File: config.mk
export PLATFORM = sky130hd
export DESIGN_NAME = rf_scoreboard
export DESIGN_NICKNAME = d
export VERILOG_FILES = /design/src/rtl/rf_scoreboard.sv
export SDC_FILE = /design/constraint.sdc
export NUM_CORES = 2
export LEC_CHECK = 0
export CELL_PAD_IN_SITES_DETAIL_PLACEMENT = 1
export CELL_PAD_IN_SITES_GLOBAL_PLACEMENT = 1
export CORE_ASPECT_RATIO = 0.5
export CORE_UTILIZATION = 29
export CTS_CLUSTER_DIAMETER = 120
export DETAILED_ROUTE_END_ITERATION = 10
export PLACE_DENSITY = 0.56
export SETUP_SLACK_MARGIN = 0.05
export SLEW_MARGIN = 20
export SYNTH_ARGS = -nofsm -noshare
export SYNTH_HDL_FRONTEND = slang
export SYNTH_SLANG_ARGS = --single-unit
File: constraint.sdc
create_clock -name clk -period 54.5 [get_ports clk]
set_input_delay 5.45 -clock clk [delete_from_list [all_inputs] [get_ports clk]]
set_output_delay 5.45 -clock clk [all_outputs]
set_load 0.03 [all_outputs]
File: src/rtl/rf_scoreboard.sv
// Register file with two combinational read ports, one write port, optional
// write-to-read bypass and a per-register pending-write (busy) scoreboard.
//
// Ports:
//   clk, reset        clock; asynchronous active-high reset
//   we, wa, wd        writeback port (clears busy of wa)
//   ra1/ra2           read addresses -> rd1/rd2 data, busy1/busy2 flags
//   alloc_en/addr     decode marks a destination as pending
//   flush             clears every busy bit
//   busy_cnt          registered number of busy registers
//   waw               allocation hits an already-busy register this cycle
module rf_scoreboard #(
    parameter int WIDTH    = 32,
    parameter int AW       = 5,
    parameter int BYPASS   = 1,
    parameter int ZERO_REG = 1
) (
    input  logic             clk,
    input  logic             reset,
    input  logic             we,
    input  logic [AW-1:0]    wa,
    input  logic [WIDTH-1:0] wd,
    input  logic [AW-1:0]    ra1,
    input  logic [AW-1:0]    ra2,
    output logic [WIDTH-1:0] rd1,
    output logic [WIDTH-1:0] rd2,
    output logic             busy1,
    output logic             busy2,
    input  logic             alloc_en,
    input  logic [AW-1:0]    alloc_addr,
    input  logic             flush,
    output logic [AW:0]      busy_cnt,
    output logic             waw
);

    localparam int DEPTH = 1 << AW;

    logic [WIDTH-1:0] mem [DEPTH];
    logic [DEPTH-1:0] busy;
    logic [DEPTH-1:0] busy_nxt;
    logic [AW:0]      cnt_nxt;

    logic wr_ok;
    logic al_ok;
    logic inc;
    logic dec;

    function automatic logic writable(input logic [AW-1:0] a);
        return !((ZERO_REG != 0) && (a == '0));
    endfunction

    // Write is qualified with reset so nothing is forwarded while reset is
    // held; in the sequential path reset is already low, so it is harmless.
    assign wr_ok = we && writable(wa) && !reset;
    assign al_ok = alloc_en && writable(alloc_addr) && !flush;

    // Read ports
    always_comb begin
        rd1 = mem[ra1];
        if (!writable(ra1))
            rd1 = '0;
        else if ((BYPASS != 0) && wr_ok && (wa == ra1))
            rd1 = wd;
    end

    always_comb begin
        rd2 = mem[ra2];
        if (!writable(ra2))
            rd2 = '0;
        else if ((BYPASS != 0) && wr_ok && (wa == ra2))
            rd2 = wd;
    end

    // A same-cycle write to the read address is forwarded, so not a hazard
    always_comb begin
        busy1 = busy[ra1];
        if (!writable(ra1))
            busy1 = 1'b0;
        else if ((BYPASS != 0) && wr_ok && (wa == ra1))
            busy1 = 1'b0;
    end

    always_comb begin
        busy2 = busy[ra2];
        if (!writable(ra2))
            busy2 = 1'b0;
        else if ((BYPASS != 0) && wr_ok && (wa == ra2))
            busy2 = 1'b0;
    end

    assign waw = al_ok && busy[alloc_addr];

    // Scoreboard next state: flush, then allocate, then writeback clear.
    // The allocation is written last so it wins on an address collision.
    always_comb begin
        busy_nxt = busy;
        if (flush) begin
            busy_nxt = '0;
        end else begin
            if (wr_ok)
                busy_nxt[wa] = 1'b0;
            if (al_ok)
                busy_nxt[alloc_addr] = 1'b1;
        end
    end

    // Incremental population count of the busy vector
    assign inc = al_ok && !busy[alloc_addr];
    assign dec = wr_ok && busy[wa] && !(al_ok && (alloc_addr == wa));

    always_comb begin
        cnt_nxt = busy_cnt;
        if (flush)
            cnt_nxt = '0;
        else
            cnt_nxt = busy_cnt + (AW+1)'(inc) - (AW+1)'(dec);
    end

    always_ff @(posedge clk or posedge reset) begin
        if (reset) begin
            for (int i = 0; i < DEPTH; i++)
                mem[i] <= '0;
        end else if (wr_ok) begin
            mem[wa] <= wd;
        end
    end

    always_ff @(posedge clk or posedge reset) begin
        if (reset) begin
            busy     <= '0;
            busy_cnt <= '0;
        end else begin
            busy     <= busy_nxt;
            busy_cnt <= cnt_nxt;
        end
    end

endmodule

==> impl_metrics.toml <==
[run_status]
outcome = "complete, no violations"

[logic_synthesis]
yosysMostFrequentCell = "dfrtp_1"
synthFlopType = "dfrtp_1"
avgSynthCellArea_um2 = 14.21
netlist-cell-type-count = 63
yosysTopAreaCell = "dfrtp_1"
syn_inst = 4071
synth_common_cells = "dfrtp_1 (1062), mux2_2 (987), mux4_2 (435), clkbuf_1 (239), mux2i_1 (237)"
ys_seq_elements = 1062
syn_nets = 4135
async_flop_share_pct = 100.0
synthTopCellsByArea = "dfrtp_1 (46%), mux2_2 (19%), mux4_2 (17%)"
ys_warn_count = 0
synth-edff-count = 0
synth_top_area_share_pct = 45.92
ys_seq_area_share_pct = 45.92
synth_area_mm2 = 0.05787

[clock_tree]
cts-root-buf = "clkbuf_16"
cts.repair.resized = 0
cts_setup_buffers = 0
clk_pin_slew_ps = 60
clockBufferDepth = 3
cts_tree = "built"
hold_buffers = 0
cts.sinks = 1062
clkLatencyLatePin_ps = 770
cts_buffers = 114
cts_max_level = 3

[floorplanning]
core_mm2 = 0.1974
row_count = 115
die_y_um = 317.9
dieWidth_um = 633.7
initial_utilization_pct = 29.31
die_area_mm2 = 0.2014
ios = 130

[worst_setup_path]
crit_required_ps = 49050
critPathKind = "in -> out"
startpoint_type = "primary input"
timing.rr.end = "busy_cnt[5]$_DFF_PP0_"
endpoint = "rd2[31]"
rr_worst_depth = 13
crit_arrival_ps = 10230
end_kind = "output pin"
crit_fanout = 19
r2r_slack_ps = 50810
r2r_start = "busy[5]$_DFF_PP0_"
startpoint = "ra2[2]"

[sta]
drv_slew = 0
hold_viol_final = 0
max_freq_mhz = 63.79
rsz0062_at_grt = "no"
finalCritPeriodShare_pct = 28.76
layout_min_cycle_time_ps = 15680
whs_ps = 391.2
worst-slew-pin-transition_ps = 1302
setup_viol = 0
tns_ps = 0
fin_skew_ps = 23.03
relSlewSlack_pct = 13.22

[route]
drt_iter0_drc = 3574
drtPass1Iterations = 5
drc_errors = 0
drt-total-wl_mm = 223.7
num_vias = 39060
wire_per_inst_um = 33.53
viasPerCell = 5.855
final_antenna_net_count = 0

[pwr]
total_power_uw = 2156
powerDensity_mw_per_mm2 = 33.18
p_leak_uw = 0.02815
ir_drop_uv = 23.13

[placed_design]
dp_cells = 6465
gp_congestion = 0.7951
placed_cell_area_mm2 = 0.06124
io_buffer_count = 129
dp_hpwl_mm = 118.3

[flow_run]
drv_cap = 0

[global_route]
antenna_found_initial = 13
grt_pass1_vias = 42120
grt_max_degree = 166
grt_pass1_wl_mm = 321.8
grt_use_total_pct = 22.09
overflow = 0

[worst_hold_path]
hold_path.class = "reg -> reg"

[layout]
drive_above_1_share_pct = 44.38
final_cell_count_no_fill = 6671
area_delta_synth_final_pct = 12.29
nets = 4013
fill_cells = 20510
stdcell_area_mm2 = 0.06498
report_power, final:
group	total, uW	switching (uW)	internal [uW]
clock network	816	345	471
registers	960	72.7	887
logic	380	185	195
logic make-up (layout without fill, tap and decap cells):
family / after synthesis / in the layout / share of synthesized area, %
xor+xnor: 19 / 19 / 0.2876
other cells: 0 / 1 / 0
buf+inv: 480 / 447 / 4.054
mux: 1666 / 1666 / 40.37
flops: 1062 / 1062 / 45.92
compound gates: 452 / 452 / 5.866
fa+ha+maj: 7 / 7 / 0.1643
simple gates: 385 / 385 / 3.332
critical path: stages:
cell             delay (ps)
clkdlybuf4s50_1        1200
and3b_2                1200
buf_4                   530
a22oi_1                 140
nand4_1                 120
nor2_1                   50
nor3_1                  680
clkdlybuf4s50_1         810
routing by layer:
metal  track usage [%]  vias up  wire, um
li1                  -    15480         -
met1             30.37    21760     96850
met2             35.22     1393    104700
met3             3.880      424     14110
met4             7.329        4      8056
met5                 0        -        20
per-stage QoR:
| step | utilization [%] | setup WS, ps |
|---|---|---|
| floorplan | - | 19160 |
| global placement | 31.02 | 38870 |
| detailed placement | 31.02 | 38780 |
| CTS | 32.96 | 38780 |
| global route | 32.91 | 38740 |
| finish | 32.92 | 38820 |
registers in the layout, summed over array words and instances, names as in the netlist:
register and count:
busy 32, mem 1024, busy_cnt 6
layout make-up:
class                   instances  area, um2  share of cell area [%]
diodes                          1      2.502                0.003851
multi-input cells            2529      29260                   45.02
inverters                      13      56.30                 0.08665
well taps                    2632       3293                   5.068
flip-flops and latches       1062      26580                   40.90
clock buffers                 173       3376                   5.195
clock inverters                32      447.9                  0.6893
repair buffers                229       1972                   3.035
worst min-delay path by stage:
stage	startpoint	to	slack (ps)	cells after the start
final	mem[1016]$_DFFE_PP0P_	mem[1016]$_DFFE_PP0P_	390	0
after global routing	mem[1017]$_DFFE_PP0P_	mem[1017]$_DFFE_PP0P_	410	0
after CTS	mem[1016]$_DFFE_PP0P_	mem[1016]$_DFFE_PP0P_	400	0
after detailed placement	mem[1016]$_DFFE_PP0P_	mem[1016]$_DFFE_PP0P_	380	0
after global placement	mem[1007]$_DFFE_PP0P_	mem[1007]$_DFFE_PP0P_	380	0
after floorplan	mem[1000]$_DFFE_PP0P_	mem[1000]$_DFFE_PP0P_	440	1
layout by cell type, fill, tap and decap left out, types with 91 or more instances in the layout:
cell and n:
clkdlybuf4s50_1 98, mux4_2 435, a22oi_1 163, buf_4 96
a221oi_1 107, nor2_1 91, mux2i_1 237, mux2_2 987
clkbuf_16 115, dfrtp_1 1062
No activity file was read; power rests on OpenSTA's default activity.
